==> src/rtl/controlador_recepcao_paridade_if.sv <==
// Serial receive line, counter clear and delivered-byte outputs of the parity receiver.
interface controlador_recepcao_paridade_if #(
  parameter int unsigned LARGURA_CONTADOR = 16
);
  logic                        rx;
  logic                        limpar_contador;
  logic [7:0]                  dados_saida;
  logic                        erro_paridade;
  logic                        erro_quadro;
  logic                        valido;
  logic                        ocupado;
  logic [LARGURA_CONTADOR-1:0] contador_erros;

  modport master (
    output rx, limpar_contador,
    input  dados_saida, erro_paridade, erro_quadro, valido, ocupado, contador_erros
  );

  modport slave (
    input  rx, limpar_contador,
    output dados_saida, erro_paridade, erro_quadro, valido, ocupado, contador_erros
  );
endinterface

==> src/rtl/controlador_recepcao_paridade.sv <==
// Serial frame receiver (start, 8 data LSB first, parity, stop) with mid-bit sampling,
// parity/framing flags and a saturating bad-frame counter.
module controlador_recepcao_paridade #(
  parameter int unsigned CICLOS_POR_BIT   = 16,
  parameter bit          PARIDADE_IMPAR   = 1'b1,
  parameter int unsigned LARGURA_CONTADOR = 16
) (
  input logic clk,
  input logic rst_n,
  controlador_recepcao_paridade_if.slave bus
);

  localparam int unsigned LT = $clog2(CICLOS_POR_BIT);
  localparam logic [LT-1:0] MEIO_BIT = LT'(CICLOS_POR_BIT / 2 - 1);
  localparam logic [LT-1:0] FIM_BIT  = LT'(CICLOS_POR_BIT - 1);

  typedef enum logic [2:0] {
    OCIOSO,
    INICIO,
    DADOS,
    PARIDADE,
    PARADA,
    ENTREGA
  } estado_t;

  estado_t estado;
  estado_t proximo;

  logic                        rx_meta;
  logic                        rx_s;
  logic [LT-1:0]               timer;
  logic [2:0]                  indice;
  logic [7:0]                  deslocador;
  logic                        bit_paridade;
  logic                        bit_parada;

  logic                        amostra;
  logic                        entrega;
  logic                        ocupado;
  logic                        erro_par_calc;
  logic                        erro_quadro_calc;

  logic [7:0]                  dados_q;
  logic                        erro_par_q;
  logic                        erro_quadro_q;
  logic                        valido_q;
  logic [LARGURA_CONTADOR-1:0] contador_q;

  // Two-flop synchronizer; preset to idle-high so reset never looks like a start bit.
  always_ff @(posedge clk) begin
    if (!rst_n) begin
      rx_meta <= 1'b1;
      rx_s    <= 1'b1;
    end else begin
      rx_meta <= bus.rx;
      rx_s    <= rx_meta;
    end
  end

  always_ff @(posedge clk) begin
    if (!rst_n) begin
      estado <= OCIOSO;
    end else begin
      estado <= proximo;
    end
  end

  always_comb begin
    proximo = estado;
    case (estado)
      OCIOSO: begin
        if (!rx_s) proximo = INICIO;
      end
      INICIO: begin
        if (amostra) proximo = rx_s ? OCIOSO : DADOS;
      end
      DADOS: begin
        if (amostra && (indice == 3'd7)) proximo = PARIDADE;
      end
      PARIDADE: begin
        if (amostra) proximo = PARADA;
      end
      PARADA: begin
        if (amostra) proximo = ENTREGA;
      end
      ENTREGA: begin
        proximo = OCIOSO;
      end
      default: begin
        proximo = OCIOSO;
      end
    endcase
  end

  always_comb begin
    amostra          = 1'b0;
    entrega          = (estado == ENTREGA);
    ocupado          = (estado != OCIOSO);
    erro_par_calc    = 1'b0;
    erro_quadro_calc = ~bit_parada;
    case (estado)
      INICIO:                 amostra = (timer == MEIO_BIT);
      DADOS, PARIDADE, PARADA: amostra = (timer == FIM_BIT);
      default:                amostra = 1'b0;
    endcase
    erro_par_calc = PARIDADE_IMPAR ? ~(^{deslocador, bit_paridade})
                                   :  (^{deslocador, bit_paridade});
  end

  // Timer restarts on every sample, so each later sample lands a full bit after the last one.
  always_ff @(posedge clk) begin
    if (!rst_n) begin
      timer        <= '0;
      indice       <= '0;
      deslocador   <= '0;
      bit_paridade <= 1'b0;
      bit_parada   <= 1'b0;
    end else begin
      if ((estado == OCIOSO) || amostra) begin
        timer <= '0;
      end else begin
        timer <= timer + 1'b1;
      end

      if (estado == INICIO) begin
        indice <= '0;
      end else if ((estado == DADOS) && amostra) begin
        indice <= indice + 3'd1;
      end

      if ((estado == DADOS) && amostra) begin
        deslocador[indice] <= rx_s;
      end
      if ((estado == PARIDADE) && amostra) begin
        bit_paridade <= rx_s;
      end
      if ((estado == PARADA) && amostra) begin
        bit_parada <= rx_s;
      end
    end
  end

  always_ff @(posedge clk) begin
    if (!rst_n) begin
      dados_q       <= '0;
      erro_par_q    <= 1'b0;
      erro_quadro_q <= 1'b0;
      valido_q      <= 1'b0;
      contador_q    <= '0;
    end else begin
      valido_q <= entrega;
      if (entrega) begin
        dados_q       <= deslocador;
        erro_par_q    <= erro_par_calc;
        erro_quadro_q <= erro_quadro_calc;
      end
      if (bus.limpar_contador) begin
        contador_q <= '0;
      end else if (entrega && (erro_par_calc || erro_quadro_calc) && (contador_q != '1)) begin
        contador_q <= contador_q + 1'b1;
      end
    end
  end

  assign bus.dados_saida    = dados_q;
  assign bus.erro_paridade  = erro_par_q;
  assign bus.erro_quadro    = erro_quadro_q;
  assign bus.valido         = valido_q;
  assign bus.ocupado        = ocupado;
  assign bus.contador_erros = contador_q;

endmodule
==> src/flat_wrapper.sv <==
// flat-port wrapper written by rule: the top's interface ports become plain ports
module controlador_recepcao_paridade_flat 
#(
  parameter int unsigned CICLOS_POR_BIT   = 16,
  parameter bit          PARIDADE_IMPAR   = 1'b1,
  parameter int unsigned LARGURA_CONTADOR = 16
)
  (clk, rst_n, bus_rx, bus_limpar_contador, bus_dados_saida, bus_erro_paridade, bus_erro_quadro, bus_valido, bus_ocupado, bus_contador_erros);
  controlador_recepcao_paridade_if #(.LARGURA_CONTADOR(LARGURA_CONTADOR)) bus_i ();
  input logic clk;
  input logic rst_n;
  input wire logic [$bits(bus_i.rx)-1:0] bus_rx;
  input wire logic [$bits(bus_i.limpar_contador)-1:0] bus_limpar_contador;
  output wire logic [$bits(bus_i.dados_saida)-1:0] bus_dados_saida;
  output wire logic [$bits(bus_i.erro_paridade)-1:0] bus_erro_paridade;
  output wire logic [$bits(bus_i.erro_quadro)-1:0] bus_erro_quadro;
  output wire logic [$bits(bus_i.valido)-1:0] bus_valido;
  output wire logic [$bits(bus_i.ocupado)-1:0] bus_ocupado;
  output wire logic [$bits(bus_i.contador_erros)-1:0] bus_contador_erros;
  assign bus_i.rx = bus_rx;
  assign bus_i.limpar_contador = bus_limpar_contador;
  assign bus_dados_saida = bus_i.dados_saida;
  assign bus_erro_paridade = bus_i.erro_paridade;
  assign bus_erro_quadro = bus_i.erro_quadro;
  assign bus_valido = bus_i.valido;
  assign bus_ocupado = bus_i.ocupado;
  assign bus_contador_erros = bus_i.contador_erros;
  controlador_recepcao_paridade #(.CICLOS_POR_BIT(CICLOS_POR_BIT), .PARIDADE_IMPAR(PARIDADE_IMPAR), .LARGURA_CONTADOR(LARGURA_CONTADOR)) u_core (.clk(clk), .rst_n(rst_n), .bus(bus_i));
endmodule
==> config.mk <==
export PLATFORM = sky130hd
export DESIGN_NAME = controlador_recepcao_paridade_flat
export DESIGN_NICKNAME = d
export VERILOG_FILES = /design/src/rtl/controlador_recepcao_paridade_if.sv /design/src/rtl/controlador_recepcao_paridade.sv /design/src/flat_wrapper.sv
export SDC_FILE = /design/constraint.sdc
export NUM_CORES = 1
export LEC_CHECK = 0
export BUFFER_PORTS_ARGS = -buffer_cell sky130_fd_sc_hd__buf_2
export CELL_PAD_IN_SITES_DETAIL_PLACEMENT = 1
export CELL_PAD_IN_SITES_GLOBAL_PLACEMENT = 1
export CORE_MARGIN = 1.5
export CORE_UTILIZATION = 43
export DETAILED_ROUTE_END_ITERATION = 12
export PLACE_DENSITY = 0.84
export SYNTH_ARGS = -nofsm -noshare
export SYNTH_HDL_FRONTEND = slang
export SYNTH_SLANG_ARGS = --single-unit
==> constraint.sdc <==
create_clock -name clk -period 2.2 [get_ports clk]
set_input_delay 0.33 -clock clk [delete_from_list [all_inputs] [get_ports clk]]
set_output_delay 0.33 -clock clk [all_outputs]
set_load 0.1 [all_outputs]
Word level (Yosys, flattened, before mapping)
Index checks and enable logic that the tools add are counted.
- bits in registers: 49
- bits of input ports: 4
- output and inout port bits: 28
- logic and storage cells: 63
- add/sub/neg operators: 3
- magnitude comparators: 2
- eq/ne operators: 14
- muxes and demuxes: 11
- bitwise operators: 3
- reductions and logical operators: 17
- operators by type and width (kind ; count):
    $add 16x1->16 const B ; 1
    $ne 16x16->1 const B ; 1
    $mux 3 ; 5
    $pmux 3 s5 ; 1
    $eq 3x3->1 const B ; 3
    $reduce_xor 9->1 ; 1
    $bwmux 8 ; 1
    $ne 2x1->1 const B ; 4
    $logic_and 1x1->1 ; 7
    $eq 3x2->1 const B ; 2
    $reduce_or 2->1 ; 3
    $reduce_and 5->1 ; 1
    $add 4x1->4 const B ; 1
    $eq 4x3->1 const B ; 1
    $eq 4x4->1 const B ; 1
    $lt 3x4->1 const B ; 1
    $add 3x1->3 const B ; 1
    $demux 1 s3 ; 1
    $eq 3x1->1 const B ; 1
    $ge 3x1->1 const B ; 1
    $logic_not 3->1 ; 1
    $not 1->1 ; 3
    $reduce_bool 3->1 ; 1
    $reduce_or 3->1 ; 1
    other kinds (5) ; 6

Depth between registers and ports, before layout
Gate-level depths: netlist (run 1).
- depth in word-level cells: 6
- mapped depth: 7
- mapped depth without buffers: 7

Least setup slack after synthesis (run 1)
Ideal clock, no wire load.
- path type: register -> register
- start: register u_core.contador_q[1], in the netlist u_core.bus.contador_erros[1]
- end: register u_core.contador_q[3], in the netlist u_core.bus.contador_erros[3]
- setup time: 0.115 ns
- arrival: 2.586 ns
- required time: 2.085 ns
- slack: -0.500 ns
- stages on the path, launching flop included: 8
- path buffers: 1
- period minus slack after synthesis: 2.700 ns
- cells stage by stage: dfxtp_1 -> ha_1 -> nand2_1 -> or3_1 -> nor2_1 -> clkbuf_1 -> nor4_1 -> o21a_1
- longest elaborated chain between the ends: 2
- elaborated cells between the ends (all ways): 3
- those cells by class: 1 x add/sub; 1 x eq/ne; 1 x reduce/logical
- RTL lines (what ; line ; RTL):
    start: declaration ; controlador_recepcao_paridade.sv:47 ; logic [LARGURA_CONTADOR-1:0] contador_q;
    start signal: assignment ; controlador_recepcao_paridade.sv:160 ; contador_q <= contador_q + 1'b1;
    parallel branches: the longest is 2 deep, another holds $add 16x1->16 ; n/a ;
Parallel ways; which one is timed is not known.
A chain may end at the register's enable or synchronous reset.

Worst setup path after layout (run 1)
- start: register u_core.deslocador[1]
- end: register u_core.contador_q[9], in the netlist u_core.bus.contador_erros[9]
- longest elaborated chain between the ends: 5
- RTL lines (what ; line ; RTL):
    start: declaration ; controlador_recepcao_paridade.sv:33 ; logic [7:0] deslocador;
    start signal: indexed assignment ; controlador_recepcao_paridade.sv:132 ; deslocador[indice] <= rx_s;
    $reduce_xor 9->1 ; controlador_recepcao_paridade.sv:106 ; erro_par_calc = PARIDADE_IMPAR ? ~(^{deslocador, bit_paridade})
    $not 1->1 ; controlador_recepcao_paridade.sv:106 ;
    $logic_or 1x1->1 ; controlador_recepcao_paridade.sv:159 ; end else if (entrega && (erro_par_calc || erro_quadro_calc) && (contador_q != '1)) begin
    $logic_and 1x1->1 (2 in series) ; controlador_recepcao_paridade.sv:159 ;
Every way passes these cells.

==> metrics.md, run 1 <==
| Metric | Value |
|---|---|
| Status | complete, no violations |
| Core ar. | 5440 sq um |
| Asr flop ratio synth | 0% |
| Crit path cell chain | xnor2_1 > xnor3_2 > mux2i_4 > or4_1 > a21oi_1 |
| Num CTS Buffers | 5 |
| Setup violators final | 0 |
| Post-Synth Simple-Gate Area | 26.5% |
| Tcrit/Tclk final | 94.9% |
| Maximum VDD drop | 0.261 mV |
| Crit. End Element | register |
| Avg Inst Size Synth | 8.82 sq um |
| Synthesized area | 2410 sq um |
| Grt met1 use | 25.8% |
| Clock Path Buffers | 2 |
| Share of cells above drive strength 1 | 24.1% |
| Detail Route Antenna Nets | 0 |
| H-tree lvl count | 2 |
| Fmax | 479 MHz |
| Iteration-0 DRC Markers | 85 |
| Num rows | 27 |
| Synth warnings | 0 |
| Post-synthesis xor/xnor area fraction | 4.10% |
| IO Count | 32 |
| Flop and latch count out of synthesis | 49 |
| Routability congestion estimate | 0.802 |
| Vert. Die Dim | 77.8 microns |
| Total track usage | 21.3% |
| Routed WL | 6250 microns |
| DR vias/cell | 5.65 |
| Critical Path RT | 2450 ps |
| Critical Path Max Stage Delay | 530 ps |
| Nets | 318 |
| Crit path max-delay cell type | or4_1 |
| CP top delay family | XOR/XNOR gates |
| Min-delay worst type | input port to register |
| Via count | 2163 |
| Compound-Gate Fraction of Synth Area | 16.4% |
| Net Count, Synth | 281 |
| Slew Viols, Final | 0 |
| Yosys cell types | 48 |
| Antenna Cells | 0 |
| Overflow after GRT | 0 |
| Design area | 2840 sq um |
| Post-DR wirelength/cell | 16.3 microns |
| Vias in the first global route | 2149 |
| # clock sinks | 49 |
| Worst slew margin | 68.3% |
| WP buf/inv | 0 |
| Starting density of the core | 44.3% |
| Clk_lat worst skew | 320 ps |
| Number of port buffers | 31 |
| Adder-cell share of the synthesized area | 2.08% |
| Lkg Pwr | 1.13 nW |
| Hold-fix buffers at CTS | 0 |
| Hold slack final | 212 ps |
| Worst path arrival time | 2340 ps |
| Clk slew on worst S/H paths | 100 ps |
| Initial antenna violation count | 0 |
| Global-route wire length before repair | 10200 microns |
| Primary FF master, synth | dfxtp_1 |
| Syn Inst Count | 273 |
| Worst Path Max Fanout | 13 |
| GRT met3 Usage | 4.24% |
| Worst Max-Slew Pin Slew | 466 ps |
| Die Width | 77.8 microns |
| Mux cell area share after synthesis | 6.44% |
| First-pass DRT Iterations | 4 |
| Min Clock Period, post-route | 2090 ps |
| Post-placement cell area | 2690 sq um |
| DR DRC count | 0 |
| Die area | 6060 sq um |
| Crit path kind | register to register |
| Worst Clk Skew | 13.9 ps |
| Fin. Hold Viols | 0 |
| Detailed placer's ending HPWL | 4210 microns |
| Post-synthesis sequential area ratio | 40.7% |
| Largest family of logic cells by synthesized area | simple AND/OR/NAND/NOR gates |
| Clock Tree Root | clkbuf_8 |
| Pin count of the biggest net entering global routing | 29 |
| Area grow syn2layout | 18.0% |
| Max_cap viols | 0 |
| Crit path launch type | register |
| CTS tree | done |
| Grt met2 use | 37.7% |
| EDFF count, synth | 0 |
| Pwr per Cell Area | 563 nW/um^2 |
| GRT busiest layer | met2 |
-- report_power, final --
part / internal [W] / switching [W]
logic: 0.0000173 / 0.0000267
registers: 0.000886 / 0.000000990
clock network: 0.000341 / 0.000328
total: 0.00124 / 0.000355
-- layer usage --
metal / wire (microns) / part of all wire (%) / up-vias
met5: 0 / 0 / -
met4: 75 / 1.2 / 0
met3: 262 / 4.2 / 6
met2: 3150 / 50 / 43
met1: 2770 / 44 / 1057
li1: - / - / 1057
-- kinds of logic (layout without fill, tap and decap cells) --
family | after synthesis | after routing
mux | 14 | 15
flops | 49 | 49
fa+ha+maj | 4 | 4
simple gates | 121 | 121
compound gates | 58 | 58
buf+inv | 19 | 56
xor+xnor | 8 | 8
-- through the flow --
stage	util (%)	total power (W)	setup slack, ps	setup TNS [ps]	cells
2_1_floorplan	-	0.000937	15.5	0	273
3_5_place_dp	49.4	0.000951	4.12	0	371
5_1_grt	52.3	0.00165	-2.00	-2.21	383
4_1_cts	51.7	0.00161	-6.14	-12.5	380
3_3_place_gp	49.4	0.000950	134	0	371
6_report	52.3	0.00160	113	0	383
-- worst reg2reg max path: cells and delay by family, from the launching register on --
family          cells  cell delay [ps]
xor+xnor            2              670
compound gates      1              160
simple gates        1              530
mux                 1              280
flops               1              390
-- path summary, 6_finish.rpt --
kind,from,end,slack (ps),depth (start not counted)
worst max-delay path,u_core.deslocador[1],u_core.bus.contador_erros[9],110,5
worst min-delay path,bus_rx,u_core.rx_meta,210,2
worst max register to register,u_core.deslocador[1],u_core.bus.contador_erros[9],110,5
worst min register to register,u_core.rx_meta,u_core.rx_s,430,1
-- final cells by class --
class                   count  area, sq um
flip-flops and latches     49         1000
fillers                   657         2600
multi-input cells         206         1360
clock inverters             3         43.8
clock buffers               5         68.8
inverters                   2         7.51
well taps                  72         90.1
repair buffers             46          268
-- Yosys cell counts (7+ instances only) --
master / n / area share (%)
o31ai_1: 8 / 2.5
a21boi_0: 9 / 2.8
nor2b_1: 12 / 3.1
nand4_1: 7 / 1.8
mux2i_1: 11 / 4.6
or4_1: 7 / 2.2
nand2_1: 36 / 5.6
nand3_1: 11 / 2.3
nor2_1: 15 / 2.3
clkbuf_1: 11 / 1.7
a21oi_1: 15 / 3.1
dfxtp_1: 49 / 41
-- state kept, by name, summed over array words and instances (netlist names), 3 cells and up --
name	cells
u_core.deslocador	8
u_core.timer	4
u_core.bus.contador_erros	16
u_core.bus.dados_saida	8
u_core.indice	3
u_core.estado	3
-- placed cells by master, fill, tap and decap left out, types with 6 or more instances in the layout --
cell type	count
a21boi_0	9
a21oi_1	15
buf_2	31
buf_4	15
dfxtp_1	34
dfxtp_2	13
mux2i_1	11
nand2_1	36
nand3_1	11
nand4_1	7
nor2_1	15
nor2b_1	12
o21ai_0	6
o31ai_1	8
or4_1	7
-- repair_timing --
item / in CTS / in global routing
resized for setup: 0 / 1
endpoints found under the setup margin: 4 / 14
pin swaps: 0 / 2
buffers inserted: 0 / 3
cloned: 1 / 0
(Power assumes the default switching activity.)
==> run 2, diff against run 1 <==
Settings changed: CORE_UTILIZATION 43 to 39, CTS_CLUSTER_DIAMETER set to 60, PLACE_DENSITY 0.84 to 0.8, REMOVE_ABC_BUFFERS set to 1.
Clock period 2.2 ns to 1.75 ns, I/O delays scaled along.
==> run 2 against run 1 <==
  * The flow now finishes with violations (negative setup slack)
  * Design area up 20%
  * Clock-buffer cell count unchanged
  * Routed wire length is 42% higher
  * Core utilization increased by 5.2 points
  * Worst hold slack worse by 97 ps
  * Combinational power is 47% higher
  * Clock skew down 8.9 ps
  * Non-clock buffer count rose by 40
  * Fmax decreased by 2.9%
  * Sequential cell count unchanged
  * Total power increased by 36%
  * Largest cell class unchanged
==> metrics.md, run 2 (same netlist as run 1, synthesis figures left out) <==
| Metric | Value |
|---|---|
| Antenna Cells | 0 (unchanged) |
| Status | complete, but fails checks (was complete, no violations) |
| RSZ-0062 raised after global routing | true |
| Nets | 360 (was 318) |
| Hold-fix buffers at CTS | 0 (unchanged) |
| Iteration-0 DRC Markers | 188 (was 85) |
| Placement Setup Slack | -443 ps (was 4.12 ps) |
| Most frequent cells in the layout | buf_4 (51), dfxtp_1 (41), nand2_1 (35) (was nand2_1 (36), dfxtp_1 (34), buf_2 (31)) |
| Setup TNS | -4790 ps (was 0 ps) |
| Max_cap viols | 0 (unchanged) |
| Worst path arrival time | 2400 ps (was 2340 ps) |
| FF-to-FF Start | u_core.deslocador[6] (was u_core.deslocador[1]) |
| # clock sinks | 49 (unchanged) |
| Switching Fraction | 21.4% (was 22.2%) |
| Hold slack final | 116 ps (was 212 ps) |
| Detail Route Antenna Nets | 0 (unchanged) |
| Fmax | 465 MHz (was 479 MHz) |
| Commonest non-fill, non-tap cell in the layout | buf_4 (was nand2_1) |
| Clock power frac | 45.6% (was 41.8%) |
| Setup violators final | 17 (was 0) |
| Hold Path Origin | bus_rx (unchanged) |
| Critical Path Max Stage Delay | 590 ps (was 530 ps) |
| Vias in the first global route | 2602 (was 2149) |
| DR DRC count | 0 (unchanged) |
| Crit path kind | register to register (unchanged) |
| Routed WL | 8890 microns (was 6250 microns) |
| Cell-internal power | 0.00171 W (was 0.00124 W) |
| Detailed placer's ending HPWL | 4810 microns (was 4210 microns) |
| Gate power share | 3.0% (was 2.7%) |
| Cell Count, Final, Fillers Out | 428 (was 383) |
| Area grow syn2layout | 42.0% (was 18.0%) |
| Die area | 6660 sq um (was 6060 sq um) |
| Crit path max-delay cell type | or4_4 (was or4_1) |
| Flop pwr share | 51.4% (was 55.4%) |
| Crit path cell chain | xor2_1 > xnor3_2 > mux2i_4 > or4_4 > a21oi_2 (was xnor2_1 > xnor3_2 > mux2i_4 > or4_1 > a21oi_1) |
| Global-route wire length before repair | 13200 microns (was 10200 microns) |
| Core ar. | 5960 sq um (was 5440 sq um) |
| Min-delay worst type | input port to register (unchanged) |
| Worst slew margin | 62.5% (was 68.3%) |
| Overflow after GRT | 0 (unchanged) |
| Via count | 2507 (was 2163) |
| Lkg Pwr | 1.40 nW (was 1.13 nW) |
| Critical Path RT | 2000 ps (was 2450 ps) |
| Crit. End Element | register (unchanged) |
| Max reg flops | 16 (unchanged) |
| Total track usage | 26.5% (was 21.3%) |
| Register area | 991 sq um (was 1000 sq um) |
| DR vias/cell | 5.86 (was 5.65) |
| Clock Path Buffers | 2 (unchanged) |
| Slew Viols, Final | 0 (unchanged) |
| Num CTS Buffers | 5 (unchanged) |
| Fin. Hold Viols | 0 (unchanged) |
| Maximum VDD drop | 0.428 mV (was 0.261 mV) |
| CTS tree | done (unchanged) |
| Post-Place Cells | 413 (was 371) |
| Number of port buffers | 31 (unchanged) |
| Initial antenna violation count | 0 (unchanged) |
| Worst Path Max Fanout | 5 (was 13) |
| Clock Tree Root | clkbuf_8 (unchanged) |
| Pwr per Cell Area | 636 nW/um^2 (was 563 nW/um^2) |
| Pin count of the biggest net entering global routing | 29 (unchanged) |
| Tcrit/Tclk final | 123% (was 94.9%) |
| Vert. Die Dim | 81.6 microns (was 77.8 microns) |
| Crit. Startpoint | u_core.deslocador[6] (was u_core.deslocador[1]) |
| Failing checks | negative setup slack |
| Crit path launch type | register (unchanged) |
| Multi-input gate area | 1610 sq um (was 1360 sq um) |
| Post-DR wirelength/cell | 20.8 microns (was 16.3 microns) |
| Fin util | 57.4% (was 52.3%) |
| Worst Clk Skew | 5.03 ps (was 13.9 ps) |
| PnR worst setup slack | -400 ps (was 113 ps) |
| Starting density of the core | 40.4% (was 44.3%) |
| Share of cells above drive strength 1 | 39.7% (was 24.1%) |
| Routability congestion estimate | 0.873 (was 0.802) |
| H-tree lvl count | 2 (unchanged) |
| Clk slew on worst S/H paths | 100 ps (about the same) |
| First-pass DRT Iterations | 4 (unchanged) |
| P_sw | 0.000465 W (was 0.000355 W) |
| Worst Max-Slew Pin Slew | 558 ps (was 466 ps) |
| Clk_lat worst skew | 320 ps (about the same) |
| Filler cells | 703 (was 657) |
| IO Count | 32 (unchanged) |
| Num rows | 28 (was 27) |
| Min Clock Period, post-route | 2150 ps (was 2090 ps) |
| Die Width | 81.6 microns (was 77.8 microns) |
run 2: changes by cell type in the layout (fill, tap and decap cells not counted), sizes merged:
cell / delta
mux2i: +2
buf: +40
inv: -1
bufinv: +1
run 2: final cells by class:
| class | count | area share [%] |
|---|---|---|
| clock buffer | 5 | 2.01 |
| clock inverter | 3 | 1.90 |
| multi-input combinational | 208 | 46.9 |
| sequential | 49 | 29.0 |
| timing repair buffer | 86 | 17.2 |
| inverter | 2 | 0.219 |
| tap | 75 | 2.74 |
run 2: power groups by stage:
stage	Sequential [W]	Combinational [W]	Clock, W
after floorplan	0.00115	0.0000268	0
after global placement	0.00114	0.0000562	0
after detailed placement	0.00114	0.0000574	0
after CTS	0.00112	0.0000605	0.000980
after global routing	0.00112	0.0000684	0.00103
final	0.00112	0.0000646	0.000992
run 2: critical path, delay by kind of cell (launching register included):
family,cells,cell delay (ps)
xor+xnor,2,730
simple gates,1,590
flops,1,350
mux,1,250
compound gates,1,160
run 2: layer usage:
| layer | global-route usage [%] | vias up | part of all wire [%] |
|---|---|---|---|
| li1 | - | 1152 | - |
| met1 | 30.1 | 1256 | 40 |
| met2 | 47.8 | 76 | 53 |
| met3 | 4.67 | 23 | 3.7 |
| met4 | 12.5 | 0 | 2.8 |
| met5 | 0 | - | 0 |
run 2: repair_timing:
action | CTS | global route
pin swaps | 23 | 14
gates cloned | 3 | 0
setup buffers | 3 | 2
setup endpoints to repair | 21 | 23
resized for setup | 25 | 33
run 2: final timing paths:
path | to | slack (ps) | depth (start not counted)
setup / recovery | u_core.bus.contador_erros[7] | -400 | 5
hold / removal | u_core.rx_meta | 120 | 2
setup reg to reg | u_core.bus.contador_erros[7] | -400 | 5
hold reg to reg | u_core.rx_s | 420 | 1
run 2: metrics by stage:
stage               total power [W]  instance area [sq um]
floorplan                   0.00117                   2330
global placement            0.00120                   2960
detailed placement          0.00120                   2960
CTS                         0.00216                   3260
global route                0.00222                   3420
finish                      0.00218                   3420
==> run 3, diff against run 2 <==
--- a/config.mk
+++ b/config.mk
@@ -15,4 +15,5 @@
 export PLACE_DENSITY = 0.8
 export REMOVE_ABC_BUFFERS = 1
+export SLEW_MARGIN = 40
 export SYNTH_ARGS = -nofsm -noshare
 export SYNTH_HDL_FRONTEND = slang
==> constraint.sdc (replaced) <==
create_clock -name clk -period 1.75 [get_ports clk]
set_input_delay 0.35 -clock clk [delete_from_list [all_inputs] [get_ports clk]]
set_output_delay 0.35 -clock clk [all_outputs]
set_load 0.1 [all_outputs]
==> run 3 against run 2 <==
  * The run still ends with negative setup slack left
  * Cell count is 0.23% lower
  * Non-clock buffer count is 1 lower
  * Clock skew up 10 ps
  * Combinational power decreased by 2%
  * Design area shrank 4.6%
  * Core utilization fell by 2.6 points
  * Critical endpoint is now u_core.bus.contador_erros[13]
==> metrics.md, run 3 (same netlist as run 1, synthesis figures left out) <==
| Metric | Value |
|---|---|
| Status | complete, but fails checks (unchanged) |
| Failing checks | negative setup slack (unchanged) |
| Lkg Pwr | 1.33 nW (was 1.40 nW) |
| Crit path max-delay cell type | xnor3_2 (was or4_4) |
| DR DRC count | 0 (unchanged) |
| Die area | 6660 sq um (unchanged) |
| Vert. Die Dim | 81.6 microns (unchanged) |
| Tcrit/Tclk final | 120% (was 123%) |
| Pwr Total | 0.00188 W (was 0.00218 W) |
| Critical Path RT | 1980 ps (was 2000 ps) |
| Filler cells | 710 (was 703) |
| Area grow syn2layout | 35.5% (was 42.0%) |
| Via count | 2445 (was 2507) |
| Starting density of the core | 40.4% (unchanged) |
| Core ar. | 5960 sq um (unchanged) |
| Max reg flops | 16 (unchanged) |
| Cell Count, Final, Fillers Out | 427 (was 428) |
| Crit path kind | register to register (unchanged) |
| Antenna Cells | 0 (unchanged) |
| Vias in the first global route | 2437 (was 2602) |
| PnR worst setup slack | -343 ps (was -400 ps) |
| Most frequent cells in the layout | buf_4 (53), dfxtp_1 (44), nand2_1 (35) (was buf_4 (51), dfxtp_1 (41), nand2_1 (35)) |
| Global-route wire length before repair | 12100 microns (was 13200 microns) |
| Worst Max-Slew Pin Slew | 532 ps (was 558 ps) |
| # clock sinks | 49 (unchanged) |
| DR vias/cell | 5.73 (was 5.86) |
| Num rows | 28 (unchanged) |
| Routed WL | 7980 microns (was 8890 microns) |
| Num CTS Buffers | 5 (unchanged) |
| Share of cells above drive strength 1 | 35.5% (was 39.7%) |
| Initial antenna violation count | 0 (unchanged) |
| Total track usage | 23.8% (was 26.5%) |
| IO Count | 32 (unchanged) |
| Commonest non-fill, non-tap cell in the layout | buf_4 (unchanged) |
| Min Clock Period, post-route | 2090 ps (was 2150 ps) |
| Post-DR wirelength/cell | 18.7 microns (was 20.8 microns) |
| Routability congestion estimate | 0.829 (was 0.873) |
| Worst path arrival time | 2320 ps (was 2400 ps) |
| Clock Tree Root | clkbuf_8 (unchanged) |
| Setup TNS | -3760 ps (was -4790 ps) |
| First-pass DRT Iterations | 4 (unchanged) |
| H-tree lvl count | 2 (unchanged) |
| Post-Place Cells | 413 (unchanged) |
| Worst Path Max Fanout | 6 (was 5) |
| Overflow after GRT | 0 (unchanged) |
| Max_cap viols | 0 (unchanged) |
| Maximum VDD drop | 0.322 mV (was 0.428 mV) |
| Clk slew on worst S/H paths | 90 ps (was 100 ps) |
| Clk_lat worst skew | 320 ps (about the same) |
| Crit path launch type | register (unchanged) |
| Crit path cell chain | xnor2_2 > xnor3_2 > mux2i_4 > or4_1 > a21oi_1 (was xor2_1 > xnor3_2 > mux2i_4 > or4_4 > a21oi_2) |
| Multi-input gate area | 1510 sq um (was 1610 sq um) |
| Min-delay worst type | input port to register (unchanged) |
| Die Width | 81.6 microns (unchanged) |
| Detailed placer's ending HPWL | 4720 microns (was 4810 microns) |
| Register area | 990 sq um (was 991 sq um) |
| RSZ-0062 raised after global routing | true (unchanged) |
| Number of port buffers | 31 (unchanged) |
| Worst slew margin | 64.7% (was 62.5%) |
| Detail Route Antenna Nets | 0 (unchanged) |
| Iteration-0 DRC Markers | 96 (was 188) |
| Nets | 359 (was 360) |
| Hold slack final | 220 ps (was 116 ps) |
| Pwr per Cell Area | 575 nW/um^2 (was 636 nW/um^2) |
| CTS tree | done (unchanged) |
| Setup violators final | 16 (was 17) |
| Fmax | 478 MHz (was 465 MHz) |
| Critical Path Max Stage Delay | 540 ps (was 590 ps) |
| Slew Viols, Final | 0 (unchanged) |
| Crit. End Element | register (unchanged) |
| Fin. Hold Viols | 0 (unchanged) |
| Worst Clk Skew | 15.4 ps (was 5.03 ps) |
| Pin count of the biggest net entering global routing | 29 (unchanged) |
| Clock Path Buffers | 2 (unchanged) |
| Fin util | 54.8% (was 57.4%) |
[run 3: changes by cell type in the layout (fill, tap and decap cells not counted), moves of 3 or more]
cell	change
a21oi_1	+3
dfxtp_2	-4
buf_6	-4
or4_1	+3
or4_4	-3
dfxtp_1	+3
[run 3: where the power goes]
part | switching (W) | internal, W | total [W]
Sequential | 0.00000210 | 0.00112 | 0.00112
Clock | 0.000412 | 0.000285 | 0.000696
Combinational | 0.0000366 | 0.0000267 | 0.0000633
Total | 0.000450 | 0.00143 | 0.00188
[run 3: metal layers]
layer  share of wire, %  global-route usage [%]  vias up
met5                  0                       0        -
met4                2.3                    10.5        0
met1                 43                    28.2     1210
li1                   -                       -     1153
met2                 51                    42.1       67
met3                3.7                    3.78       15
[run 3: path summary, 6_finish.rpt]
path	from	end	slack, ps	cells after the start
max	u_core.deslocador[2]	u_core.bus.contador_erros[13]	-340	5
min	bus_rx	u_core.rx_meta	220	2
max reg2reg	u_core.deslocador[2]	u_core.bus.contador_erros[13]	-340	5
min reg2reg	u_core.timer[0]	u_core.timer[0]	420	1
[run 3: per-stage QoR]
step / worst slack, ps / instance area, sq um
3_3_place_gp: -264 / 2970
5_1_grt: -412 / 3260
4_1_cts: -250 / 3190
3_5_place_dp: -356 / 2970
6_report: -343 / 3260
2_1_floorplan: -956 / 2330
[run 3: timing repair]
action	CTS	global route
cloned	3	0
pin swaps	14	10
setup endpoints to repair	21	23
gates resized for setup	18	15
hold buffers	0	0
buffers inserted	2	1
[run 3: cell type report]
| cell class | count | share of cell area, % |
|---|---|---|
| Tap cell | 75 | 2.88 |
| Clock buffer | 7 | 2.34 |
| Inverter | 2 | 0.230 |
| Timing Repair Buffer | 85 | 17.8 |
| Clock inverter | 1 | 0.230 |
| Sequential cell | 49 | 30.3 |
| Multi-Input combinational cell | 208 | 46.2 |
[run 3: worst max-delay path: cells and delay by family (launching register included)]
kind / cells / cell delay (ps)
xor gates and xnor gates: 2 / 710
and+or+nand+nor: 1 / 520
DFF: 1 / 350
muxes: 1 / 260
AOI/OAI and AO/OA: 1 / 180
